### config.mk
export PLATFORM = sky130hd
export DESIGN_NAME = e_m_pipe_reg
export DESIGN_NICKNAME = d
export VERILOG_FILES = /design/src/rtl/e_m_pipe_reg.sv
export SDC_FILE = /design/constraint.sdc
export NUM_CORES = 1
export LEC_CHECK = 0
export ABC_AREA = 0
export BUFFER_PORTS_ARGS = -buffer_cell sky130_fd_sc_hd__buf_2
export CORE_MARGIN = 4
export CORE_UTILIZATION = 35
export CTS_BUF_LIST = sky130_fd_sc_hd__clkbuf_2
export DETAILED_ROUTE_END_ITERATION = 6
export GPL_TIMING_DRIVEN = 0
export PLACE_DENSITY_LB_ADDON = 0.15
export SETUP_SLACK_MARGIN = 0.02
export SKIP_CTS_REPAIR_TIMING = 1
export SYNTH_ARGS = -nofsm -noshare
export SYNTH_HDL_FRONTEND = slang
export SYNTH_SLANG_ARGS = --single-unit
### constraint.sdc
create_clock -name clk -period 1 [get_ports clk]
set_clock_uncertainty 0.1 [all_clocks]
set_input_delay 0.05 -clock clk [delete_from_list [all_inputs] [get_ports clk]]
set_output_delay 0.05 -clock clk [all_outputs]
set_load 0.1 [all_outputs]
### src/rtl/e_m_pipe_reg.sv
// -----------------------------------------------------------------------------
// e_m_pipe_reg
//
// E->M pipeline register of the five-stage MIPS core. It latches the ALU
// result, store data, destination register, memory-op class, PC and
// branch-delay flag on every rising edge. It also merges the E-stage overflow
// flags into the precise-exception code that is carried to M.
//
// This register owns the bubble, flush and hold behaviour of the M stage.
// CP0 in M consumes m_exc_code, m_pc and m_bd.
//
// Ports
//   clk, reset        : clock; synchronous active-high reset
//   req               : CP0 flush (exception / interrupt / eret)
//   en                : load enable (0 holds every register)
//   e_*               : E-stage instruction fields and overflow flags
//   m_*               : registered M-stage copies of the same fields
// -----------------------------------------------------------------------------
module e_m_pipe_reg #(
  parameter logic [31:0] EXC_HANDLER_PC = 32'h0000_4180,
  parameter logic [4:0]  EXC_OV         = 5'd12,
  parameter logic [4:0]  EXC_ADEL       = 5'd4,
  parameter logic [4:0]  EXC_ADES       = 5'd5
) (
  input  logic        clk,
  input  logic        reset,
  input  logic        req,
  input  logic        en,
  input  logic        e_valid,
  input  logic [31:0] e_pc,
  input  logic        e_bd,
  input  logic [4:0]  e_exc_code,
  input  logic [31:0] e_alu_out,
  input  logic [31:0] e_rt_data,
  input  logic [4:0]  e_wreg,
  input  logic        e_is_load,
  input  logic        e_is_store,
  input  logic        e_ov_ari,
  input  logic        e_ov_dm,
  output logic        m_valid,
  output logic [31:0] m_pc,
  output logic        m_bd,
  output logic [4:0]  m_exc_code,
  output logic [31:0] m_alu_out,
  output logic [31:0] m_rt_data,
  output logic [4:0]  m_wreg,
  output logic        m_is_load,
  output logic        m_is_store
);

  localparam logic [31:0] RESET_PC = 32'h0000_3000;

  logic [4:0] merged_code;  // exception code for a real instruction
  logic [4:0] load_code;    // code actually latched (0 for a bubble)
  logic       side_fx_ok;   // instruction may write GPR / touch memory

  always_comb begin
    // NOTE: every always_comb output gets a default first so no path can
    // leave it unassigned and infer a latch.
    merged_code = 5'd0;
    // An exception raised upstream is older and must win over anything
    // detected here; within E, arithmetic overflow outranks address errors.
    if (e_exc_code != 5'd0) begin
      merged_code = e_exc_code;
    end else if (e_ov_ari) begin
      merged_code = EXC_OV;
    end else if (e_ov_dm && e_is_load) begin
      merged_code = EXC_ADEL;
    end else if (e_ov_dm && e_is_store) begin
      merged_code = EXC_ADES;
    end

    load_code  = e_valid ? merged_code : 5'd0;
    // Bubbles and excepting instructions must not write a GPR or access
    // memory. The ALU result is still latched so that it can feed BadVAddr.
    side_fx_ok = e_valid && (merged_code == 5'd0);
  end

  // NOTE: sequential state uses non-blocking assignments only, so every
  // register samples pre-edge values regardless of statement order.
  always_ff @(posedge clk) begin
    if (reset) begin
      m_valid    <= 1'b0;
      m_pc       <= RESET_PC;
      m_bd       <= 1'b0;
      m_exc_code <= 5'd0;
      m_alu_out  <= 32'd0;
      m_rt_data  <= 32'd0;
      m_wreg     <= 5'd0;
      m_is_load  <= 1'b0;
      m_is_store <= 1'b0;
    end else if (req) begin
      // The flush wins over hold. The PC is parked at the handler so the
      // macroscopic PC seen in M stays defined.
      m_valid    <= 1'b0;
      m_pc       <= EXC_HANDLER_PC;
      m_bd       <= 1'b0;
      m_exc_code <= 5'd0;
      m_alu_out  <= 32'd0;
      m_rt_data  <= 32'd0;
      m_wreg     <= 5'd0;
      m_is_load  <= 1'b0;
      m_is_store <= 1'b0;
    end else if (en) begin
      // A bubble still carries its PC and BD flag so that CP0 can form the
      // EPC for an interrupt taken on it.
      m_valid    <= e_valid;
      m_pc       <= e_pc;
      m_bd       <= e_bd;
      m_exc_code <= load_code;
      m_alu_out  <= e_alu_out;
      m_rt_data  <= e_rt_data;
      m_wreg     <= side_fx_ok ? e_wreg : 5'd0;
      m_is_load  <= side_fx_ok && e_is_load;
      m_is_store <= side_fx_ok && e_is_store;
    end
    // When en is 0, every register holds, including m_exc_code.
  end

endmodule

Yosys cells after proc, flatten, opt, wreduce, memory -nomap -nowiden
Cells that the tools add are included.

cells by class
  multiplexer cells = 8
  reductions and logical operators = 9

operators by type and width
  kind               number
  $mux 15            2
  $mux 5             3
  $mux 3             2
  $logic_and 1x1->1  5
  $logic_not 5->1    1
  $reduce_bool 5->1  1
  $mux 4             1
  $reduce_bool 2->1  1
  $reduce_or 2->1    1

storage, ports and cells
  register bits after elaboration = 110
  output and inout bits = 110

Longest topological paths before layout
Gate-level depths: netlist (run 1).

  word-level depth = 8
  gate-level depth with buffers = 4
  mapped depth without buffers = 3

Worst setup path before layout (run 1)
Ideal clock, no wire load.

  path type = register -> register
  start = register, netlist name m_exc_code[2]
  end = register m_exc_code[2]
  cell stages (with the launch flop) = 3
  required time = 814 ps
  arrival = 1364 ps
  setup slack = -551 ps
  period minus slack after synthesis = 1551 ps
  library setup time = 86 ps
  cells stage by stage = dfxtp_1 > nand2_1 > a221oi_2

RTL lines
  item                  line  text
  end signal, assigned  110   m_exc_code <= load_code;
  end, declared         43    output logic [4:0] m_exc_code,

Final worst setup path (run 1)
  start = register m_pc[23]
  end = output port m_pc[23]

RTL lines
  item                    line  text
  start, declared         41    output logic [31:0] m_pc,
  start signal, assigned  108   m_pc <= e_pc;

No word-level cell between the ends.

==> results.md, run 1 <==
* H-tree lvl count at 3
* YS warnings at 0
* VDD IR max at 0.000628 V
* Initial antenna violation count at 3
* Crit path launch type: register
* Vias at 4136
* Leakage at 3.76 nW
* Worst path buffer plus inverter count at 1
* Main combinational cell family by area after synthesis: multiplexers
* Gate power share at 30.7%
* RSZ-0062 raised after global routing: yes
* Cell count after synthesis at 371
* WHS at -151 ps
* Outcome: complete, but fails checks
* Minimum clock period at 1330 ps
* DIE WIDTH at 114 um
* Slowest-stage cell, CP: dfxtp_4
* Synth unique cells at 24
* CTS clk-pin slew, worst paths at 270 ps
* Die Area at between 10000 and 15000 sq um
* Synth Area in XOR/XNOR at 0%
* Total track usage at approximately 16%
* Routed Antenna Nets at 0
* CP arrival at between 1000 and 1500 ps
* Worst-skew pair later-pin latency at 560 ps
* Crit path kind: register to output port
* Hold WC Path Type: primary input to register
* Fin area at around 8600 sq um
* Initial DRC count at approximately 170
* Mapped cell area at 3970 sq um
* Vias/cell at 4.74
* Slew headroom at between 70% and 80%
* Share of cells above drive strength 1 at 52.4%
* DP Wirelength at 8700 um
* Vert. Die Dim at 114 um
* Vias in the first global route at 3490
* Max-cap violations at 0
* Worst-path cell chain: buf_12
* CTS Root Cell: clkbuf_2
* Synth Area in Compound Gates at 4.20%
* Floorplan row count at 38
* Register area share after synthesis at 55.5%
* Post-synthesis mux area share at 24.0%
* Violated checks: negative hold slack, negative setup slack
* Cells after DPL at 736
* Final worst path period share at 133%
* Simple-gate share of the synthesized area at 13.0%
* Setup violators final at 120
* Slew @ Worst Pin at 401 ps
* Post-synth net total at 487
* Clock tree from TritonCTS: built
* Grt ovf at 0
* Hold Vio Cnt, Final at 11
* CTS Buf Count at 9
* Clock sink total at 110
* Sw frac at 34.0%
* Core Area at 11000 sq um
* Fin nets at 842
* Fmax at 751 MHz
* WP data required at 850 ps
* First-pass GRT wire length at between 15000 and 20000 um
* Cell Pwr Density at 1080 nW/um^2
* WL/cell at 18.3 um
* Area grow syn2layout at 118%
* Int Power at 0.00614 W
* Yosys reg bits at between 100 and 150
* I/O pin count at 226
* CTS Buffer Depth at 2
* Clock Power Share at 20.9%
* Largest net degree at the start of global routing at 17
* Seq pwr share at 48.4%
* Endpoint class of the critical path: output port
* Finished Layout Cells at 873
* Starting density of the core at 36.1%
* Worst Path Max Fanout at 2
* Syn_area_per_cell at 10.7 sq um
* CP peak stage delay at 430 ps
* Area after DPL at between 5000 and 6000 sq um
* IO buf count at between 200 and 250
* Final WL at 16000 um
* Post-route DRC violation count at 0
* DRT Pass-1 Iters at 4
* Switch Pwr at approximately 0.0032 W
* Final Max Slew Viols at 0
* GP Congestion at around 0.73
* Synth Area in Adders at 0%
* CP delay by family, top: flip-flops
* Final worst slack at -332 ps
logic make-up (layout without fill, tap and decap cells):
family,after synthesis,count (layout)
and+or+nand+nor,119,119
buffers and inverters,25,385
muxes,95,95
AOI/OAI and AO/OA,22,22
other,0,2
DFF,110,110
final cells by class:
| class | instances | area (sq um) |
|---|---|---|
| multi-input combinational | 236 | 1640 |
| sequential | 110 | 2610 |
| clock buffer | 10 | 50.0 |
| buffer | 23 | 121 |
| antenna | 2 | 5.00 |
| clock inverter | 6 | 52.6 |
| fill | 642 | 2360 |
| timing repair buffer | 344 | 3960 |
| inverter | 2 | 7.51 |
| tap | 140 | 175 |
cell usage in the layout (no fill, tap or decap):
cell             n
a22o_2           5
dfxtp_2          1
nand3_1          2
buf_4            2
a211oi_2         1
diode_2          2
a311oi_1         1
dfxtp_4        109
nor2b_1          4
a211oi_1         2
nand4_1          3
nor2_1          96
nor4b_1          1
and3_2           1
clkinv_1         4
inv_1            2
o21a_1           1
or2_1            1
o211ai_1         1
a221oi_2         1
dlygate4sd3_1  117
clkinvlp_4       1
buf_12         110
buf_6            1
and4bb_4         1
clkbuf_2        10
a21oi_1          8
and4bb_2         1
buf_2          137
o21bai_1         2
nand2_1          8
mux2i_1         95
bufinv_16        1
nor4_4           1
cells in the mapped netlist:
cell type	n	area [sq um]
o21bai_1	2	15.0
buf_2	22	110
nor4b_1	1	8.76
nand4_1	3	18.8
o211ai_1	1	7.51
o21a_1	1	7.51
nand2_1	8	30.0
a311oi_1	1	8.76
dfxtp_1	110	2200
a22o_2	5	50.1
or2_1	1	6.26
nor2b_1	4	25.0
nand3_1	2	10.0
and4bb_2	1	12.5
buf_6	1	11.3
inv_1	2	7.51
and4bb_4	1	16.3
mux2i_1	95	951
a211oi_1	3	22.5
and3_2	1	7.51
a221oi_2	1	15.0
nor2_1	96	360
a21oi_1	8	40.0
nor4_4	1	21.3
flip-flops by register name (all words and copies together), names as in the netlist:
name	count
m_is_load	1
m_rt_data	32
m_alu_out	32
m_bd	1
m_valid	1
m_is_store	1
m_exc_code	5
m_pc	32
m_wreg	5
layer usage:
metal | up-vias | track usage, % | routed length, um
met3 | 46 | 5.55 | 1090
met2 | 168 | 26.9 | 8550
li1 | 1983 | - | -
met1 | 1937 | 19.2 | 5700
met4 | 2 | 6.65 | 622
met5 | - | 0 | 7
final timing paths:
check,from,endpoint,slack (ps),depth (start not counted)
hold / removal,en,m_exc_code[0],-150,4
hold reg to reg,m_is_store,m_is_store,420,2
setup reg to reg,m_exc_code[2],m_exc_code[2],10,3
setup / recovery,m_pc[23],m_pc[23],-330,1
power by group through the flow:
stage               combinational, W  sequential [W]  clock, W
global route                 0.00297         0.00453   0.00222
global placement             0.00196         0.00449         0
CTS                          0.00199         0.00441   0.00203
detailed placement           0.00198         0.00449         0
floorplan                   0.000466         0.00553         0
finish                       0.00285         0.00450   0.00195
stage by stage:
stage / total power [W] / hold slack (ps) / setup slack [ps] / setup TNS [ps] / util [%]
2_1_floorplan: 0.00600 / 12.7 / -221 / -253 / -
3_3_place_gp: 0.00645 / 175 / -304 / -25550 / 51.7
3_5_place_dp: 0.00648 / 181 / -326 / -27550 / 51.7
4_1_cts: 0.00842 / -475 / -626 / -64770 / 52.6
5_1_grt: 0.00972 / -174 / -445 / -45990 / 78.5
6_report: 0.00930 / -151 / -332 / -35820 / 78.5
(Power assumes the default switching activity.)
==> run 2, diff against run 1 <==
--- a/config.mk
+++ b/config.mk
@@ -8,10 +8,9 @@
 export ABC_AREA = 0
 export BUFFER_PORTS_ARGS = -buffer_cell sky130_fd_sc_hd__buf_2
 export CORE_MARGIN = 4
-export CORE_UTILIZATION = 35
+export CORE_UTILIZATION = 40
 export CTS_BUF_LIST = sky130_fd_sc_hd__clkbuf_2
 export DETAILED_ROUTE_END_ITERATION = 6
-export GPL_TIMING_DRIVEN = 0
 export PLACE_DENSITY_LB_ADDON = 0.15
 export SETUP_SLACK_MARGIN = 0.02
 export SKIP_CTS_REPAIR_TIMING = 1
==> run 2 against run 1 <==
- the flow still finishes with violations (negative hold slack, negative setup slack)
- clock-buffer cell count is 1 higher
- non-clock buffer count is 23 higher
- final cell count is 1.6% higher
- wire length is 12% higher
==> results.md, run 2 (synthesis gave the netlist of run 1 again) <==
* Area grow syn2layout at 126%
* DRT Pass-1 Iters at 4
* Clock sink total at 110
* CTS Root Cell: clkbuf_2
* CP arrival at 1220 ps
* WHS at -190 ps
* Worst-path cell chain: buf_12
* Fill count at approximately 350
* Routed Antenna Nets at 0
* CP peak stage delay at 450 ps
* Slowest-stage cell, CP: dfxtp_4
* Setup violators final at 174
* GP Congestion at 0.777
* Max-cap violations at 0
* Vias at 4338
* IO buf count at 225
* First-pass GRT wire length at 18600 um
* Vias/cell at a little under 5
* Fmax at 729 MHz
* CTS Buffer Depth at 2
* CTS clk-pin slew, worst paths at 320 ps
* Hold WC Path Type: primary input to register
* Slew headroom at about 63%
* Final Max Slew Viols at 0
* Fin area at roughly 9000 sq um
* Hold Vio Cnt, Final at 47
* Grt ovf at 0
* Area after DPL at 7520 sq um
* Initial DRC count at approximately 190
* Core Area at approximately 10000 sq um
* I/O pin count at ~230
* Commonest non-fill, non-tap cells in the layout: 131 x dlygate4sd3_1, 116 x buf_12, 114 x buf_2
* Antenna fix cells at 0
* Die Area at 11600 sq um
* WP data required at 850 ps
* Leakage at 3.91 nW
* Setup tns final at -39780 ps
* Violated checks: negative hold slack, negative setup slack
* Cell Pwr Density at around 1100 nW/um^2
* Final WL at about 18000 um
* DP Wirelength at 9980 um
* H-tree lvl count at 3
* RSZ-0062 raised after global routing: yes
* Top Registers: m_alu_out x32, m_pc x32, m_rt_data x32
* Most common cell after layout, fill and taps aside: dlygate4sd3_1
* Worst path buffer plus inverter count at 1
* Initial antenna violation count at 0
* Clock tree from TritonCTS: built
* Fin nets at between 800 and 900
* Vert. Die Dim at about 110 um
* Endpoint class of the critical path: output port
* CTS Buf Count at 9
* Worst Path Max Fanout at 2
* Total track usage at 20.3%
* Outcome: complete, but fails checks
* Pre-CTS WS at -243 ps
* VDD IR max at 0.000787 V
* Starting density of the core at 40.8%
* CP delay by family, top: flip-flops
* Crit path kind: register to output port
* Floorplan row count at 36
* Largest net degree at the start of global routing at 35
* Share of cells above drive strength 1 at 52.9%
* WL/cell at 20.2 um
* Post-route DRC violation count at 0
* DIE WIDTH at ~110 um
* Final worst slack at -371 ps
* Minimum clock period at 1370 ps
* Worst-skew pair later-pin latency at 560 ps
* Slew @ Worst Pin at 547 ps
* Final worst path period share at 137%
* Vias in the first global route at 3742
* Crit path launch type: register
==> run 2: cell count changes in the layout (fill, tap and decap cells not counted), sizes merged <==
cell / change
bufinv: -1
buf: +9
dlygate4sd3: +14
clkbuf: +1
clkinv: -2
diode: -2
clkinvlp: +2
==> run 2: worst paths after layout <==
check	startpoint	endpoint	slack [ps]	cells after the start
max	m_pc[21]	m_pc[21]	-370	1
min	en	m_pc[9]	-190	4
max reg2reg	m_pc[14]	m_pc[14]	-20	3
min reg2reg	m_is_load	m_is_load	430	2
==> run 2: worst register-to-register path: stages, from the launching register on <==
cell      delay [ps]
dfxtp_4          420
nor2b_1          130
a211oi_1         220
nor2_1            80
==> run 2: power breakdown <==
part           switching [W]  internal [W]  total, W  leakage, nW
registers           0.000166       0.00434   0.00451        0.978
logic                0.00169       0.00136   0.00305         2.88
clock network        0.00151      0.000345   0.00185       0.0542
==> run 2: metal layers <==
metal	track usage, %	up-vias	part of all wire, %
met2	37.7	181	56
met3	5.46	42	6.3
met1	22.3	2095	35
met4	6.13	0	2.5
li1	-	2020	-
met5	0	-	0
==> run 2: layout make-up <==
cell class	count	area, sq um	share of cell area, %
multi-input cells	236	1650	18.4
repair buffers	390	4430	49.4
inverters	2	7.51	0.0838
well taps	133	166	1.86
clock inverters	5	36.3	0.405
clock buffers	11	55.1	0.615
flip-flops and latches	110	2620	29.2
==> run 2: per-stage QoR <==
stage | power (W) | std cells | util, %
finish | 0.00941 | 887 | 92.0
global route | 0.00971 | 887 | 92.0
CTS | 0.00885 | 754 | 78.3
detailed placement | 0.00712 | 738 | 77.3
global placement | 0.00707 | 738 | 77.3
floorplan | 0.00600 | 371 | -
==> run 3, diff against run 2 <==
--- a/config.mk
+++ b/config.mk
@@ -10,9 +10,10 @@
 export CORE_MARGIN = 4
 export CORE_UTILIZATION = 40
 export CTS_BUF_LIST = sky130_fd_sc_hd__clkbuf_2
+export CTS_CLUSTER_SIZE = 10
 export DETAILED_ROUTE_END_ITERATION = 6
 export PLACE_DENSITY_LB_ADDON = 0.15
-export SETUP_SLACK_MARGIN = 0.02
+export SETUP_SLACK_MARGIN = 0.1
 export SKIP_CTS_REPAIR_TIMING = 1
 export SYNTH_ARGS = -nofsm -noshare
 export SYNTH_HDL_FRONTEND = slang
==> run 3 against run 2 <==
- cell area is 1.9% lower
- register-to-register slack got worse by 20 ps
- total power is 0.36% higher
- combinational power fell by 3%
- fmax shrank 0.67%
- via count decreased by 3.1%
- non-clock buffer count down 23
- final cell count decreased by 2.6%
- the run still ends with negative hold slack, negative setup slack left
- die area stayed put
==> results.md, run 3 (synthesis gave the netlist of run 1 again) <==
* Final WL at 16900 um
* Largest net degree at the start of global routing at 39
* Endpoint class of the critical path: output port
* Vert. Die Dim at 108 um
* Die Area at 11600 sq um
* Initial antenna violation count at 0
* Slew @ Worst Pin at about 420 ps
* Worst-path cell chain: buf_12
* Share of cells above drive strength 1 at a little over half
* Critical Path Stages at 1
* WP data required at 850 ps
* Fin nets at 842
* Initial DRC count at between 150 and 200
* Seq pwr share at 47.8%
* Outcome: complete, but fails checks
* Vias at 4205
* Final worst path period share at 138%
* Setup violators final at 134
* Clock tree from TritonCTS: built
* WHS at -195 ps
* DRT Pass-1 Iters at 4
* RSZ-0062 raised after global routing: yes
* Violated checks: negative hold slack, negative setup slack
* Area grow syn2layout at 122%
* Routed Antenna Nets at 0
* Grt ovf at 0
* GP Congestion at 0.749
* CP delay by family, top: flip-flops
* Max-cap violations at 0
* Multi-input logic area at 1670 sq um
* CP arrival at 1230 ps
* Sw frac at 36.1%
* Hold WC Path Type: primary input to register
* Hold Vio Cnt, Final at 69
* IO buf count at 225
* Post-route DRC violation count at 0
* Worst path buffer plus inverter count at 1
* Reg2Reg Depth at 3
* H-tree lvl count at 3
* Crit path launch type: register
* Switch Pwr at between 0.003 and 0.004 W
* Total track usage at 20.8%
* I/O pin count at about 230
* WL/cell at a little under 20 um
* Clock sink total at 110
* Top Registers: m_alu_out x32, m_pc x32, m_rt_data x32
* CTS clk-pin slew, worst paths at between 300 and 400 ps
* Area after DPL at approximately 7500 sq um
* Minimum clock period at 1380 ps
* Slew headroom at 71.7%
* Clock Power Share at a little over a fifth
* Fin area at between 8000 and 9000 sq um
* CTS Root Cell: clkbuf_2
* CTS Buffer Depth at 2
* Crit path kind: register to output port
* CP peak stage delay at approximately 450 ps
* Most common cell after layout, fill and taps aside: buf_12
* Final Max Slew Viols at 0
* Commonest non-fill, non-tap cells in the layout: 117 x buf_12, 116 x dlygate4sd3_1, 114 x buf_2
* Int Power at 0.00603 W
* DP Wirelength at 10000 um
* Core Area at 9730 sq um
* Fmax at 725 MHz
* First-pass GRT wire length at around 19000 um
* Floorplan row count at 36
* VDD IR max at around 0.00075 V
* Cell Pwr Density at 1080 nW/um^2
* FF-to-FF setup slack at -40 ps
* Vias in the first global route at 3703
* Fill count at 370
* Slowest-stage cell, CP: dfxtp_4
* Starting density of the core at 40.8%
* FF/Latch Area at 2620 sq um
* Antenna fix cells at 0
* DIE WIDTH at 108 um
* Worst-skew pair later-pin latency at 610 ps
* Gate power share at a little under a third
* Design Power at approximately 0.0094 W
* Final worst slack at -380 ps
* Leakage at 3.84 nW
* Worst Path Max Fanout at 2
* Worst Hold Depth at 4
* CTS Buf Count at 9
* Vias/cell at 4.87
run 3: power groups by stage:
stage	sequential [W]	clock, W	combinational [W]
2_1_floorplan	0.00553	0	0.000479
3_3_place_gp	0.00457	0	0.00248
3_5_place_dp	0.00459	0	0.00252
4_1_cts	0.00450	0.00200	0.00252
5_1_grt	0.00453	0.00219	0.00308
6_report	0.00451	0.00196	0.00297
run 3: path summary, 6_finish.rpt:
check | from | to
max reg2reg | m_pc[7] | m_pc[7]
min | en | m_exc_code[0]
max | m_rt_data[22] | m_rt_data[22]
min reg2reg | m_exc_code[1] | m_exc_code[1]
run 3: layout make-up:
type,count,area share (%)
sequential,110,29.8
clock inverter,7,0.641
inverter,2,0.0855
clock buffer,9,0.513
tap,133,1.89
multi-input combinational,236,19.0
timing repair buffer,367,48.1
run 3: routing by layer:
metal	global-route usage, %	share of wire, %
met5	0	0
met4	9.11	3.6
met3	6.60	7.9
met2	36.2	54
met1	23.3	34
run 3: stage by stage:
stage / utilization [%] / setup TNS [ps] / setup slack (ps) / std cells
5_1_grt: 90.3 / -47370 / -441 / 864
2_1_floorplan: - / -256 / -221 / 371
6_report: 90.3 / -40190 / -380 / 864
3_3_place_gp: 76.9 / -2000 / -151 / 730
3_5_place_dp: 76.9 / -3850 / -171 / 730
4_1_cts: 77.9 / -42690 / -412 / 746
